==> src/rtl/ram_arb_pkg.sv <==
// ram_arb_pkg: shared constants, requester index type and grant decode helper
package ram_arb_pkg;
   localparam int NREQ = 2;
   typedef logic [0:0] req_idx_t;
   function automatic req_idx_t onehot_to_idx(input logic [NREQ-1:0] oh);
      return req_idx_t'(oh[1] & ~oh[0]);
   endfunction
endpackage

==> src/rtl/rr_arbiter_2.sv <==
// rr_arbiter_2: two-way arbiter, round-robin or fixed priority (RAM_ARB_FIXED_PRIO_EN)
module rr_arbiter_2
   import ram_arb_pkg::*;
(
   input  logic            clock,
   input  logic            reset,
   input  logic [NREQ-1:0] req,
   output logic [NREQ-1:0] grant,
   output req_idx_t        gnt_idx
);
`ifdef RAM_ARB_FIXED_PRIO_EN
   // requester 0 wins every tie, no pointer state
   always_comb grant = reset ? 2'b00 : req[0] ? 2'b01 : {req[1], 1'b0};
`else
   req_idx_t r_rr_ptr;
   // a single request wins outright; on a tie the pointed-to requester wins
   always_comb grant = reset ? 2'b00 : (&req) ? (r_rr_ptr[0] ? 2'b10 : 2'b01) : req;
   // after any grant, favour the other requester next time
   always_ff @(posedge clock or posedge reset)
      if (reset) r_rr_ptr <= '0;
      else if (|grant) r_rr_ptr <= ~gnt_idx;
`endif
   assign gnt_idx = onehot_to_idx(grant);
endmodule

==> src/rtl/ram_port_arbiter.sv <==
// ram_port_arbiter: shares a sync-read single-port RAM between two requesters (option RAM_ARB_FIXED_PRIO_EN)
module ram_port_arbiter
   import ram_arb_pkg::*;
#(
   parameter int AWIDTH = 3,
   parameter int DWIDTH = 32
) (
   input  logic                   clock,
   input  logic                   reset,
   input  logic [NREQ-1:0]        req_valid,
   input  logic [NREQ-1:0]        req_we,
   input  logic [NREQ*AWIDTH-1:0] req_addr,
   input  logic [NREQ*DWIDTH-1:0] req_wdata,
   output logic [NREQ-1:0]        req_ready,
   output logic [NREQ-1:0]        rsp_valid,
   output logic                   rsp_we,
   output logic [DWIDTH-1:0]      rsp_rdata,
   output logic [AWIDTH-1:0]      ram_addr,
   output logic [DWIDTH-1:0]      ram_din,
   output logic                   ram_we,
   input  logic [DWIDTH-1:0]      ram_dout
);
   logic [NREQ-1:0] w_grant;
   req_idx_t        w_idx;
   logic            w_any;
   logic [NREQ-1:0] r_rsp_valid_q;
   logic            r_rsp_we_q;
   rr_arbiter_2 u_arb (
      .clock   (clock),
      .reset   (reset),
      .req     (req_valid),
      .grant   (w_grant),
      .gnt_idx (w_idx)
   );
   assign w_any = |w_grant;
   // steer the granted request onto the RAM port, idle port parks at zero
   always_comb begin
      req_ready = w_grant;
      ram_addr  = w_any ? (w_idx[0] ? req_addr[AWIDTH +: AWIDTH] : req_addr[0 +: AWIDTH]) : '0;
      ram_din   = w_any ? (w_idx[0] ? req_wdata[DWIDTH +: DWIDTH] : req_wdata[0 +: DWIDTH]) : '0;
      ram_we    = w_any & req_we[w_idx];
   end
   // remember who was served so the response lands with the RAM read data
   always_ff @(posedge clock or posedge reset)
      if (reset) begin
         r_rsp_valid_q <= '0;
         r_rsp_we_q    <= 1'b0;
      end else begin
         r_rsp_valid_q <= w_grant;
         r_rsp_we_q    <= ram_we;
      end
   // response outputs follow the pipeline register; write acks carry no data
   always_comb begin
      rsp_valid = r_rsp_valid_q;
      rsp_we    = r_rsp_we_q;
      rsp_rdata = r_rsp_we_q ? '0 : ram_dout;
   end
endmodule
==> config.mk <==
export PLATFORM = sky130hd
export DESIGN_NAME = ram_port_arbiter
export DESIGN_NICKNAME = d
export VERILOG_FILES = /design/src/rtl/ram_arb_pkg.sv /design/src/rtl/rr_arbiter_2.sv /design/src/rtl/ram_port_arbiter.sv
export SDC_FILE = /design/constraint.sdc
export NUM_CORES = 1
export LEC_CHECK = 0
export CORE_ASPECT_RATIO = 0.9
export CORE_MARGIN = 3
export CORE_UTILIZATION = 18
export CTS_CLUSTER_SIZE = 12
export DETAILED_ROUTE_END_ITERATION = 7
export PLACE_DENSITY = 0.79
export SYNTH_ARGS = -nofsm -noshare
export SYNTH_HDL_FRONTEND = slang
export SYNTH_SLANG_ARGS = --single-unit
==> constraint.sdc <==
create_clock -name clock -period 1.2 [get_ports clock]
set_input_delay 0.12 -clock clock [delete_from_list [all_inputs] [get_ports clock]]
set_output_delay 0.12 -clock clock [all_outputs]
set_load 0.05 [all_outputs]
=== Word-level counts from Yosys, hierarchy flattened ===
Index checks and enable logic that the tools add are counted.
Widths: inputs -> output; s select.

* Order comparisons: 1
* Mux-type cells: 10
* Bitwise logic cells: 4
* Reduce and logical (&&, ||, !) cells: 2

{| class="wikitable"
|+ Operator list
! kind !! number
|-
| $mux 32 || 3
|-
| $mux 2 || 3
|-
| $mux 3 || 2
|-
| $and 1x1->1 || 2
|-
| $lt 1x2->1 const B || 1
|-
| $mux 1 || 2
|-
| $not 1->1 || 2
|-
| $reduce_and 2->1 || 1
|-
| $reduce_or 2->1 || 1
|}

* Register bits: 4
* Input bits: 108
* Output and inout bits: 73
* Word-level logic and storage cells: 20

=== Longest topological paths before layout ===
* Depth after elaboration: 8
* Mapped depth: 5
* Gate-level depth less buffers: 3

=== By module ===
Synthesis repeated with hierarchy kept, for this count alone.

* Cells, all modules: 128
* Area, all modules: 996.0 sq um

{| class="wikitable"
|+ Modules (own cells, without submodules)
! module !! times used !! cells each !! area each (sq um)
|-
| ram_port_arbiter || 1 || 119 || 918.4
|-
| rr_arbiter_2 || 1 || 9 || 77.6
|}

=== Worst setup path after synthesis ===
OpenSTA, ideal clock, no wires.

* Path kind: register to output
* From: register r_rsp_we_q, in the netlist rsp_we
* To: output port rsp_rdata[10]
* Arrival: 1570 ps
* Path slack: -490 ps
* Cell stages (with the launch flop): 3
* Cell sequence: dfrtp_1 > clkbuf_1 > nor2b_1

* Longest elaborated chain between the ends: 1

{| class="wikitable"
|+ RTL lines
! element !! RTL line !! source
|-
| start, declared || ram_port_arbiter.sv:27 || <nowiki>logic r_rsp_we_q;</nowiki>
|-
| start signal, assigned || ram_port_arbiter.sv:50 || <nowiki>r_rsp_we_q <= ram_we;</nowiki>
|-
| $mux 32 || ram_port_arbiter.sv:56 || <nowiki>rsp_rdata = r_rsp_we_q ? '0 : ram_dout;</nowiki>
|-
| end, declared || ram_port_arbiter.sv:17 || <nowiki>output logic [DWIDTH-1:0] rsp_rdata,</nowiki>
|}

No other way between the ends.

=== Worst setup path in the final report ===
* From: register u_arb.r_rr_ptr
* To: output port ram_din[18]

* Longest elaborated chain between the ends: 7
* Elaborated cells on any way between the ends: 8
* Those cells by class: 5 x mux; 2 x bitwise; 1 x reduce/logical

{| class="wikitable"
|+ RTL lines
! element !! RTL line !! source
|-
| start, declared || rr_arbiter_2.sv:15 || <nowiki>req_idx_t r_rr_ptr;</nowiki>
|-
| start signal, assigned || rr_arbiter_2.sv:21 || <nowiki>else if (|grant) r_rr_ptr <= ~gnt_idx;</nowiki>
|-
| $mux 2 (*) (3 in series) || rr_arbiter_2.sv:17 || <nowiki>always_comb grant = reset ? 2'b00 : (&req) ? (r_rr_ptr[0] ? 2'b10 : 2'b01) : req;</nowiki>
|-
| $not 1->1 || ram_arb_pkg.sv:6 || <nowiki>return req_idx_t'(oh[1] & ~oh[0]);</nowiki>
|-
| $and 1x1->1 || ram_arb_pkg.sv:6 ||
|-
| $mux 32 || ram_port_arbiter.sv:40 || <nowiki>ram_din = w_any ? (w_idx[0] ? req_wdata[DWIDTH +: DWIDTH] : req_wdata[0 +: DWIDTH]) : '0;</nowiki>
|-
| $mux 32 (*) || ram_port_arbiter.sv:40 ||
|-
| end, declared || ram_port_arbiter.sv:19 || <nowiki>output logic [DWIDTH-1:0] ram_din,</nowiki>
|}

Every way passes the cells marked *; elsewhere a longest branch is shown, timed or not.

==> summary.md <==
The post-synthesis xor/xnor area fraction works out to 0%. The detailed-placement wirelength estimate was 6350 µm; the sequential area share after synthesis was 10.7%. The buffer and inverter count on the worst path came out at 4.

The tools report the worst-case vdd ir drop as 0.437 mV. In this run the worst setup path begins at u_arb.r_rr_ptr. The placed instances occupy a cell area of 4190 µm². Counting stages on the worst path, the most repeated cell is buf_12.

The netlist uses 16 different library cells. The tools report the normalized max-slew margin as 76.0%. The path class of the lowest-slack min-delay path is input port to asynchronous set/reset pin. After synthesis the netlist holds a flip-flop and latch count of 4. The final critical-path setup slack was -0.502 ns.

Cells with a size suffix above 1 make up 56.8% of the layout. The placement row count was 24. The worst hold slack after final layout was 0.0949 ns; the final weighted congestion of routability-driven global placement was 0.668. The cell taking the most area after synthesis was a32oi_1.

Measured against the total synthesized area, the mux share comes to 0%. The synthesized instance count is 133. Global routing consumed, on the met2 layer, 49.4% of the routing resources. Number of global-route vias before repair: 2,111. Global routing used 24.9% of the available met1 tracks. On the critical path the largest part of the delay comes from buffers and inverters. The tree is rooted in a clkbuf_8. In this run the standard cell core region covers 4920 µm². On the final layout, the worst clock skew is 0.00697 ns. Summing the areas of all and, or, nand and nor instances in the mapped netlist gives 38.0% of the synthesized area. TritonCTS built the clock tree. The growth of design area from synthesis to finish came out at 379%.

The layer with the highest usage after global routing was met2. Setup repair after global routing could not meet its margin everywhere. The run gives 0 as the count of final max-slew check failures. In this run the critical register-to-register path is launched from u_arb.r_rr_ptr. Measured along the y axis, the die boundary spans 74.3 µm. The first-pass iteration count of the detailed router is 4.

Per report_power, the sequential group accounts for 5.2% of the total. In this run, synthesis inferred 0 flip-flops with an integrated enable. Share of synthesized registers carrying an async set or reset: 100%.

The critical path data arrival time was 1.58 ns. For the final number of hold-violating endpoints, the log shows 0. The flow ran to the end, but the final reports show violations.

The floorplan die width works out to 81.9 µm. The commonest cells after synthesis are a32oi_1, nor2_1, nor2b_1, clkbuf_1. Clock-pin slew was measured on the worst setup and hold paths at 0.04 ns. The tools report the clock power share as 9.2%.

Setup violations remaining at the end of the flow were counted as 73. For this run, the total global-route usage over all layers was measured as 25.5%. The repair_antennas step left the layout with diodes totalling 0. For the maximum count of clock buffers along a single path, the log shows 2.

Worst-path cell with the longest stage delay: dfrtp_1. The final reports fail on setup timing. The number of H-tree levels is 1. The first global-routing pass estimated 11,800 µm of wire. STA classifies the critical path startpoint as a register. Dividing the detail-routed wire length by the instance count gives 23.2 µm. The logs give 0.00185 W for the cell internal power dissipation and 6080 µm² for the area of the die. The final instance area came out at 4460 µm².

For the critical path data required time, the log shows 1.08 ns. The areal power density over the cells was 755 nW/µm². The largest stage delay on the critical path came out at 0.39 ns. After synthesis, the cell types taking the most area are a32oi_1, nor2b_1, nor2_1. 181 I/O pins were placed. For this run, the number of Yosys warnings is 0. The signal on the critical path passes through buf_6, a21boi_4, buf_12, buf_12, a32oi_1, nor2_4, buf_12. Summing the areas of all fa, ha and maj instances in the mapped netlist gives 0% of the synthesized area. The dominant combinational cell family by area after synthesis is simple AND/OR/NAND/NOR gates.

Of the total power, combinational logic draws 85.6%. For this block, the initial DRC count from the detailed router was 55. The shortest period the worst path allows is 1.70 ns.

The combined area of all synthesized cells was 932 µm²; the fmax was 0.588 GHz. Clock tree synthesis inserted a total of 3 buffers. The clock network latency to the later pin of the worst-skew pair is 0.22 ns. The post-route DRC violation count came out at 0. Nature of the critical path endpoint: an output pin. The synthesized area per cell came out at 7.01 µm². The initial utilization of the core area, before any placement, comes to 18.9%. Max-cap violations in this run came to 0. For the pin with the worst max-slew slack, the measured transition is 0.360 ns. Main flop type after synthesis: dfrtp_1.

Input and output buffers added on the ports amount to 180. The setup path with the least slack is of type register to output pin. For this design the static power due to leakage is 1.77 nW. For this block, the via count after detailed routing is 2,031. The post-detailed-routing wire length came out at 9030 µm.

In the routed layout, each cell is associated on average with a via count of 5.22. Net switching is 45.1% of the power. In this run the power spent charging and discharging nets is 0.00152 W. The final period utilization is 142%.

Along the worst path, the maximum fanout reaches 11. The logs give 4 for the CTS sink count and 241 for the post-synthesis net count. Area share of the largest cell type after synthesis: 33.8%. The total number of nets in the final design was 433; the number of antenna violations at the first check in global routing was 0. In the global route stage, met3 resource usage came out at 9.81%.

The post-synthesis compound-gate area fraction came out at 37.0%. The logs give 0 for the count of antenna-violating nets left after detailed routing and 0 for the overflow left after global routing. Entering global routing, the biggest net connects 26 pins.
==> what timing repair did <==
item,4_1_cts,5_1_grt
endpoints found under the setup margin,70,72
gates cloned,2,2
buffers inserted,1,3
hold endpoints to repair,2,0
gates resized for setup,11,8
pin swaps,0,4
hold buffers,1,0
==> sequential cells by signal, summed over array words and instances, names as in the netlist <==
name	flops
rsp_we	1
rsp_valid	2
u_arb.r_rr_ptr	1
==> final timing paths <==
path,end,slack (ns),cells past startpoint
max in group asynchronous,rsp_valid[0],0.52,3
max,ram_din[18],-0.50,7
max reg2reg,rsp_we,-0.05,6
min reg2reg,u_arb.r_rr_ptr,0.86,4
min in group clock,rsp_we,0.29,2
min,rsp_we,0.09,3
==> worst reg2reg max path, delay by kind of cell, from the launching register on <==
kind	cells	cell delay, ns
flip-flops	1	0.39
AND/OR/NAND/NOR	1	0.13
buffers and inverters	3	0.43
AO/OA/AOI/OAI	2	0.22
==> placed cells by master (no fill, tap or decap), drive strengths merged <==
| master | Yosys | routed |
|---|---|---|
| clkdlybuf4s50 | 0 | 104 |
| buf | 12 | 97 |
| nor2 | 36 | 36 |
| a32oi | 36 | 36 |
| nor2b | 32 | 32 |
| clkbuf | 6 | 5 |
| dfrtp | 4 | 4 |
| dlygate4sd2 | 0 | 2 |
| inv | 1 | 1 |
| a21oi | 1 | 1 |
| a31oi | 1 | 1 |
| a21boi | 1 | 1 |
| and2 | 1 | 1 |
| nand2b | 1 | 1 |
| and3 | 1 | 1 |
| dlygate4sd3 | 0 | 1 |
==> area by class of cell <==
type | count | area [µm²]
clock buffer | 4 | 45.0
multi-input combinational | 110 | 1310
fill | 180 | 460
tap | 65 | 81.3
inverter | 1 | 3.75
timing repair buffer | 205 | 2920
sequential | 4 | 104
==> layer usage <==
metal  wire (µm)  vias to the layer above
li1            -                      886
met1        2850                      963
met2        4850                      160
met3        1090                       22
met4         238                        0
met5           0                        -
==> per-stage QoR <==
| step | TNS, ns | setup WS (ns) | power (W) | std cells | util, % |
|---|---|---|---|---|---|
| floorplan | -4.70 | -0.131 | 0.00152 | 133 | - |
| global placement | -15.31 | -0.414 | 0.00282 | 376 | 85.0 |
| detailed placement | -17.30 | -0.480 | 0.00288 | 376 | 85.0 |
| CTS | -21.11 | -0.456 | 0.00325 | 384 | 88.1 |
| global route | -25.34 | -0.542 | 0.00347 | 389 | 90.7 |
| finish | -23.40 | -0.502 | 0.00337 | 389 | 90.7 |
==> power groups by stage <==
stage                     logic [W]  clock network (W)  registers (W)
after global placement      0.00265                  0       0.000169
after detailed placement    0.00271                  0       0.000171
after global routing        0.00297           0.000322       0.000177
final                       0.00288           0.000310       0.000176
after floorplan             0.00133                  0       0.000194
after CTS                   0.00277           0.000309       0.000174
==> kinds of logic after synthesis <==
group	count (synthesis)
simple gates	71
buf+inv	19
compound gates	39
flops	4
Note: power is estimated with default switching activity, not from simulation.
